==> config.mk <==
export PLATFORM = sky130hd
export DESIGN_NAME = csp_leaf_injector
export DESIGN_NICKNAME = d
export VERILOG_FILES = /design/src/rtl/csp_tree_pkg.sv /design/src/rtl/csp_pkt_fifo.sv /design/src/rtl/csp_leaf_injector.sv
export SDC_FILE = /design/constraint.sdc
export NUM_CORES = 1
export LEC_CHECK = 0
export ABC_AREA = 1
export BUFFER_PORTS_ARGS = -buffer_cell sky130_fd_sc_hd__buf_2
export CAP_MARGIN = 20
export CORE_MARGIN = 2
export CORE_UTILIZATION = 64
export CTS_BUF_LIST = sky130_fd_sc_hd__clkbuf_4 sky130_fd_sc_hd__clkbuf_8
export CTS_CLUSTER_SIZE = 8
export DETAILED_ROUTE_END_ITERATION = 10
export PLACE_DENSITY = 0.95
export SYNTH_ARGS = -nofsm -noshare
export SYNTH_HDL_FRONTEND = slang
export SYNTH_SLANG_ARGS = --single-unit
==> constraint.sdc <==
create_clock -name clk -period 3.9 [get_ports clk]
set_clock_uncertainty 0.05 [all_clocks]
set_input_delay 1.17 -clock clk [delete_from_list [all_inputs] [get_ports clk]]
set_output_delay 1.17 -clock clk [all_outputs]
set_load 0.005 [all_outputs]
==> src/rtl/csp_tree_pkg.sv <==
// Shared definitions for the 8-leaf CSP routing tree: packet geometry,
// route-header constants and the header builder used by leaves and decoders.
package csp_tree_pkg;

    localparam int PKT_W = 11;
    localparam int HDR_W = 5;
    localparam int ID_W  = 3;

    localparam logic [HDR_W-1:0] HDR_SIBLING    = 5'b10000;
    localparam logic [1:0]       HDR_HALF_BASE  = 2'b01;
    localparam logic [2:0]       HDR_CROSS_BASE = 3'b001;

    typedef enum logic [1:0] {
        ST_IDLE    = 2'd0,
        ST_REQ     = 2'd1,
        ST_RELEASE = 2'd2
    } tx_state_e;

    // The header encodes how far up the tree the packet climbs before turning down.
    function automatic logic [HDR_W-1:0] route_hdr(input logic [ID_W-1:0] src,
                                                   input logic [ID_W-1:0] dst);
        logic [HDR_W-1:0] hdr;
        if (src[2:1] == dst[2:1]) begin
            hdr = HDR_SIBLING;
        end else if (src[2] == dst[2]) begin
            hdr = {HDR_HALF_BASE, dst[0], 2'b00};
        end else begin
            hdr = {HDR_CROSS_BASE, dst[1:0]};
        end
        return hdr;
    endfunction

endpackage

==> src/rtl/csp_pkt_fifo.sv <==
// Small synchronous packet FIFO; the head entry is visible combinationally
// so the launching FSM can load it on the same edge it pops.
module csp_pkt_fifo
    import csp_tree_pkg::*;
#(
    parameter int DEPTH = 4
) (
    input  logic             clk,
    input  logic             reset,
    input  logic             push,
    input  logic [PKT_W-1:0] push_data,
    input  logic             pop,
    output logic [PKT_W-1:0] head_data,
    output logic             full,
    output logic             empty
);

    localparam int AW = $clog2(DEPTH);

    logic [PKT_W-1:0] mem_q [DEPTH];
    logic [AW:0]      wr_ptr_q, wr_ptr_d;
    logic [AW:0]      rd_ptr_q, rd_ptr_d;
    logic             push_ok;
    logic             pop_ok;

    // Pointers carry one extra wrap bit to tell full from empty.
    assign full      = (wr_ptr_q[AW] != rd_ptr_q[AW]) &&
                       (wr_ptr_q[AW-1:0] == rd_ptr_q[AW-1:0]);
    assign empty     = (wr_ptr_q == rd_ptr_q);
    assign push_ok   = push && !full;
    assign pop_ok    = pop && !empty;
    assign head_data = mem_q[rd_ptr_q[AW-1:0]];

    always_comb begin
        wr_ptr_d = wr_ptr_q;
        rd_ptr_d = rd_ptr_q;
        if (push_ok) wr_ptr_d = wr_ptr_q + 1'b1;
        if (pop_ok)  rd_ptr_d = rd_ptr_q + 1'b1;
    end

    always_ff @(posedge clk) begin
        if (!reset) begin
            wr_ptr_q <= '0;
            rd_ptr_q <= '0;
        end else begin
            wr_ptr_q <= wr_ptr_d;
            rd_ptr_q <= rd_ptr_d;
        end
    end

    always_ff @(posedge clk) begin
        if (push_ok) mem_q[wr_ptr_q[AW-1:0]] <= push_data;
    end

endmodule

==> src/rtl/csp_leaf_injector.sv <==
// Packet source for one leaf of the CSP tree: builds routed packets, queues them
// and drives them out over a 4-phase bundled-data handshake with a synchronized ack.
module csp_leaf_injector
    import csp_tree_pkg::*;
#(
    parameter logic [ID_W-1:0] SRC_ID = 3'd0,
    parameter int              DEPTH  = 4,
    parameter int              CNT_W  = 16
) (
    input  logic             clk,
    input  logic             reset,
    input  logic             in_valid,
    input  logic [ID_W-1:0]  in_dst,
    output logic             in_ready,
    output logic [PKT_W-1:0] tx_data,
    output logic             tx_req,
    input  logic             tx_ack,
    output logic [CNT_W-1:0] tx_count,
    output logic             err_self
);

    logic             fifo_full;
    logic             fifo_empty;
    logic [PKT_W-1:0] fifo_head;
    logic             accept;
    logic             is_self;
    logic             push;
    logic             pop;
    logic [PKT_W-1:0] push_pkt;

    logic             ack_meta_q;
    logic             ack_s_q;
    logic             err_self_q, err_self_d;
    tx_state_e        state_q, state_d;
    logic             tx_req_q, tx_req_d;
    logic [PKT_W-1:0] tx_data_q, tx_data_d;
    logic [CNT_W-1:0] tx_count_q, tx_count_d;

    assign in_ready = !fifo_full;
    assign accept   = in_valid && !fifo_full;
    assign is_self  = (in_dst == SRC_ID);
    assign push     = accept && !is_self;
    assign push_pkt = {route_hdr(SRC_ID, in_dst), SRC_ID, in_dst};

    csp_pkt_fifo #(
        .DEPTH (DEPTH)
    ) u_fifo (
        .clk       (clk),
        .reset     (reset),
        .push      (push),
        .push_data (push_pkt),
        .pop       (pop),
        .head_data (fifo_head),
        .full      (fifo_full),
        .empty     (fifo_empty)
    );

    always_ff @(posedge clk) begin
        if (!reset) begin
            ack_meta_q <= 1'b0;
            ack_s_q    <= 1'b0;
        end else begin
            ack_meta_q <= tx_ack;
            ack_s_q    <= ack_meta_q;
        end
    end

    // Launch only once the tree has returned to zero, which also covers a reset mid-handshake.
    always_comb begin
        state_d    = state_q;
        tx_req_d   = tx_req_q;
        tx_data_d  = tx_data_q;
        tx_count_d = tx_count_q;
        err_self_d = accept && is_self;
        pop        = 1'b0;
        unique case (state_q)
            ST_IDLE: begin
                if (!fifo_empty && !ack_s_q) begin
                    pop       = 1'b1;
                    tx_data_d = fifo_head;
                    tx_req_d  = 1'b1;
                    state_d   = ST_REQ;
                end
            end
            ST_REQ: begin
                if (ack_s_q) begin
                    tx_req_d = 1'b0;
                    state_d  = ST_RELEASE;
                end
            end
            ST_RELEASE: begin
                if (!ack_s_q) begin
                    tx_count_d = tx_count_q + CNT_W'(1);
                    state_d    = ST_IDLE;
                end
            end
            default: begin
                tx_req_d = 1'b0;
                state_d  = ST_IDLE;
            end
        endcase
    end

    always_ff @(posedge clk) begin
        if (!reset) begin
            state_q    <= ST_IDLE;
            tx_req_q   <= 1'b0;
            tx_data_q  <= '0;
            tx_count_q <= '0;
            err_self_q <= 1'b0;
        end else begin
            state_q    <= state_d;
            tx_req_q   <= tx_req_d;
            tx_data_q  <= tx_data_d;
            tx_count_q <= tx_count_d;
            err_self_q <= err_self_d;
        end
    end

    assign tx_req   = tx_req_q;
    assign tx_data  = tx_data_q;
    assign tx_count = tx_count_q;
    assign err_self = err_self_q;

endmodule
After elaboration in Yosys (flattened, before gate mapping)
Memory sizes are Yosys's and may differ from the RTL's. A register that Yosys moved wholly into a read port is not among the register bits. Cells that the tools add are included.

Input bits: 7. Logic and storage cells: 55. Output and inout port bits: 30. Bits in registers: 39. Memory bits (writable): 32. Memories kept: 1.

Reductions and logical operators: 19. Add/sub/neg operators: 3. Equal/unequal tests: 8. Bitwise operators: 2. Multiplexer cells: 13.

Memories: u_fifo.mem_q (depth 4, bits a word 8, rd ports 1, clocked after memory_dff 1, write ports 1, line csp_pkt_fifo.sv:20) `logic [PKT_W-1:0] mem_q [DEPTH];`.

Operators by type and width (number): 16-bit by 1-bit adder with 16-bit output, second input constant (1); 1-bit logical AND (7); 3-bit by 1-bit adder with 3-bit output, second input constant (2); 1-bit 2-to-1 mux (6); 2-bit 2-to-1 mux (3); 2-bit != test, second input constant (3); 2-bit one-hot mux with 3 select lines (1); 3-bit AND reduction (2); 1-bit zero test (5); 5-bit 2-to-1 mux (1); 2-bit zero test (2); 4-bit 2-to-1 mux (1); 2-bit AND reduction (2); 3-bit == test (1); 3-bit zero test (1); 1-bit one-hot mux with 3 select lines (1); 2-bit by 1-bit == test with 1-bit output, second input constant (1); 2-bit == test (1); 2-bit == test, second input constant (1); 1-bit inverter (2); 1-bit != test (1).

Longest topological paths before layout
Depth after elaboration: 8. Gate-level depth with buffers: 9.

Modules after synthesis
Synthesis repeated with hierarchy kept, for this count alone.

Cell total of the unflattened synthesis: 393. Area total of the unflattened synthesis: 3604.7 sq um.

Modules (own cells, without submodules): csp_pkt_fifo (area each 2120.8 sq um, times used 1, cells an instance 182); csp_leaf_injector (area each 1483.9 sq um, times used 1, cells an instance 211).

Least setup slack after synthesis
No wires, ideal clock.

Path kind: input-to-reg. Start: input port in_dst[1]. End: memory u_fifo.mem_q[0][0] (netlist name) (enable). Slack: 1.609 ns. Cell stages on the path: 4. Arrival time: 1.870 ns. Setup time: 0.371 ns. Data required time: 3.479 ns. Cells stage by stage: nor2_1 > nand2_1 > nand3_4 > nor2_1.

Cells in the longest elaborated chain, start to end: 6.

RTL lines: start, declared (line csp_leaf_injector.sv:13) `input logic [ID_W-1:0] in_dst,`; 3-bit zero test (line csp_leaf_injector.sv:41) `assign is_self = (in_dst == SRC_ID);`; 1-bit zero test (line csp_leaf_injector.sv:42) `assign push = accept && !is_self;`; 1-bit logical AND (line csp_leaf_injector.sv:42); 1-bit logical AND (line csp_pkt_fifo.sv:30) `assign push_ok = push && !full;`; 1-bit 2-to-1 mux (line csp_pkt_fifo.sv:52) `if (push_ok) mem_q[wr_ptr_q[AW-1:0]] <= push_data;`; 1-bit 2-to-1 mux (not written as such) (line csp_pkt_fifo.sv:52); end, declared (line csp_pkt_fifo.sv:20).

No other way between the ends.

Final worst setup path
Start: register u_fifo.rd_ptr_q[0]. End: output port in_ready.

Cells in the longest elaborated chain, start to end: 3.

RTL lines: start, declared (line csp_pkt_fifo.sv:22) `logic [AW:0] rd_ptr_q, rd_ptr_d;`; start signal, assigned (line csp_pkt_fifo.sv:47) `rd_ptr_q <= rd_ptr_d;`; 2-bit == test (line csp_pkt_fifo.sv:28) `(wr_ptr_q[AW-1:0] == rd_ptr_q[AW-1:0]);`; 1-bit logical AND (line csp_pkt_fifo.sv:27) `assign full = (wr_ptr_q[AW] != rd_ptr_q[AW]) &&`; 1-bit zero test (line csp_leaf_injector.sv:39) `assign in_ready = !fifo_full;`; end, declared (line csp_leaf_injector.sv:14) `output logic in_ready,`.

No other way between the ends.

==> results.json <==
{
  "outcome": "complete, no violations",
  "drc_errors": 0,
  "synth_seq_cells": 68,
  "finalMaxSlewViolations": 0,
  "seqCellArea_mm2": 0.00168,
  "finalWirelength_um": 5530,
  "max_freq_ghz": 0.358,
  "criticalPathCategory": "reg -> out",
  "die_area_mm2": 0.00525,
  "clock_path_buffers": 2,
  "cap_viol_max_count": 0,
  "hold_viol": 0,
  "postRouteAntennaNets": 0,
  "synth_seq_area_share_pct": 56.0,
  "routabilityCongestion": 0.926,
  "crit_fanout": 20,
  "firstDrtPassIters": 4,
  "dp_hpwl_um": 3940,
  "dpl-instance-area_mm2": 0.00316,
  "insertion_delay_ps": 340,
  "synthCells": 327,
  "finalCritPeriodShare_pct": 71.7,
  "start_util_pct": 67.5,
  "cp-start-kind": "register",
  "area_growth_pct": 11.5,
  "wl_per_cell_um": 13.2,
  "core_mm2": 0.00444,
  "cts_setup_buffers": 0,
  "cts_hold_buf": 0,
  "cts_made_buffers": 9,
  "final_layout_size_suffix_gt1_share_pct": 19.1,
  "drtIter0Drc": 106,
  "viasPerCell": 5.32,
  "met2_usage_pct": 37.6,
  "mostFrequentLayoutCell": "nor2_1",
  "pin_count": 37,
  "grt_pass1_wl_um": 8900,
  "via_count": 2225,
  "stdcell_area_mm2": 0.00335,
  "setup_viol": 0,
  "ctsResizeCount": 0,
  "cp_data_arrival_time_ps": 1580,
  "period_needed_ps": 2800,
  "fp.dieW_um": 72.5,
  "fin_setup_tns_ps": 0,
  "multiInputGateArea_mm2": 0.00110,
  "ys_warn_count": 0,
  "cts_tree": "built",
  "utilization_pct": 75.3,
  "use_met3_pct": 5.42,
  "ir_worst_vdd_v": 0.000355,
  "numPortBuffers": 33,
  "max-slew-margin-rel_pct": 54.4,
  "clkTransAtPathRegs_ps": 80,
  "track_usage_pct": 22.7,
  "synth.avg_cell_area_um2": 9.18,
  "final_cell_mix": "67 x nor2_1, 36 x dfxtp_1, 35 x o21ai_0",
  "cts.sinks": 68,
  "hold_path.class": "reg -> reg",
  "antenna_found_initial": 0,
  "n_antenna_cell": 0,
  "met1_usage_pct": 27.4,
  "nFillCells": 318,
  "globalRouteOverflowTotal": 0,
  "syn_area_mm2": 0.00300,
  "htreeDepth": 3,
  "power_per_cell_area_mw_per_mm2": 579,
  "worstMarginPinSlew_ps": 681,
  "die_y_um": 72.5,
  "core.rowCount": 24,
  "grt_pass1_vias": 1984,
  "leakagePower_nw": 1.35,
  "yosysUniqueCellTypes": 31,
  "num-nets-final": 374,
  "clock-root-buffer": "clkbuf_8",
  "rsz0062_at_grt": "false",
  "grt_max_degree": 29,
  "busiest_layer": "met2",
  "required_ps": 2680,
  "crit_path_end_kind": "output pin"
}
## registers in the layout, summed over array words and instances (netlist names)
signal,count
u_fifo.wr_ptr_q,3
u_fifo.rd_ptr_q,3
ack_s_q,1
tx_count,16
tx_req,1
u_fifo.mem_q,32
state_q,2
tx_data,8
ack_meta_q,1
err_self,1
## synthesized netlist by cell type (all sizes together)
master	number	share of area (%)
nor2	72	9.8
o21ai	45	7.5
dfxtp	36	24
inv	36	4.5
nand2	36	4.9
edfxtp	32	32
a21oi	15	2.8
nand3	13	3.5
buf	11	2.7
ha	6	2.5
nor3	6	1.0
nand4	5	1.0
xnor2	3	1.4
xor2	3	0.88
a211oi	2	0.50
nor3b	2	0.50
clkbuf	1	0.12
clkinv	1	0.12
conb	1	0.12
or2	1	0.21
## through the flow
step	setup slack [ps]	std cells	total power, mW	hold WS [ps]
2_1_floorplan	1610	329	1.32	340
3_3_place_gp	1260	402	1.38	346
3_5_place_dp	1160	402	1.40	356
4_1_cts	1090	418	1.95	373
5_1_grt	1000	418	2.06	410
6_report	1100	418	1.94	369
## cell families (layout without fill, tap and decap cells)
family                   count (synthesis)  count (layout)  synth area share [%]
AND/OR/NAND/NOR                        135             135                  20.9
flip-flops                              68              68                  56.0
AO/OA/AOI/OAI                           62              62                  10.8
buffers and inverters                   49              86                  7.42
adder cells (fa/ha/maj)                  6               6                  2.50
XOR/XNOR                                 6               6                  2.25
other                                    1               3                 0.125
## report_power, final
group          switching (mW)  leakage, nW  total, mW  internal, mW
registers              0.0915        0.589      0.928         0.837
logic                   0.282        0.666      0.462         0.180
clock network           0.258       0.0926      0.550         0.291
total                   0.632         1.35       1.94          1.31
## area by class of cell
| type | instances | area share, % |
|---|---|---|
| clock buffer | 9 | 3.70 |
| sequential | 68 | 50.2 |
| multi-input combinational | 212 | 33.0 |
| tap | 52 | 1.94 |
| inverter | 37 | 4.15 |
| timing repair buffer | 33 | 4.93 |
| clock inverter | 7 | 2.02 |
## critical path, cell delays in order (launching register included)
cell and delay, ps:
dfxtp_1 710, xnor2_2 190, nand3_2 160, buf_2 160
## final timing paths
check	slack, ps	startpoint	depth (start not counted)	endpoint
setup / recovery	1100	u_fifo.rd_ptr_q[0]	3	in_ready
hold / removal	370	ack_meta_q	2	ack_s_q
setup reg to reg	1790	u_fifo.rd_ptr_q[0]	4	u_fifo.mem_q[2][1]
hold reg to reg	370	ack_meta_q	2	ack_s_q
## per-layer routing
| metal | vias up | routed length (um) |
|---|---|---|
| met3 | 16 | 286 |
| met5 | - | 0 |
| met4 | 0 | 157 |
| met2 | 58 | 2680 |
| li1 | 1143 | - |
| met1 | 1008 | 2410 |
(Power assumes the default switching activity.)
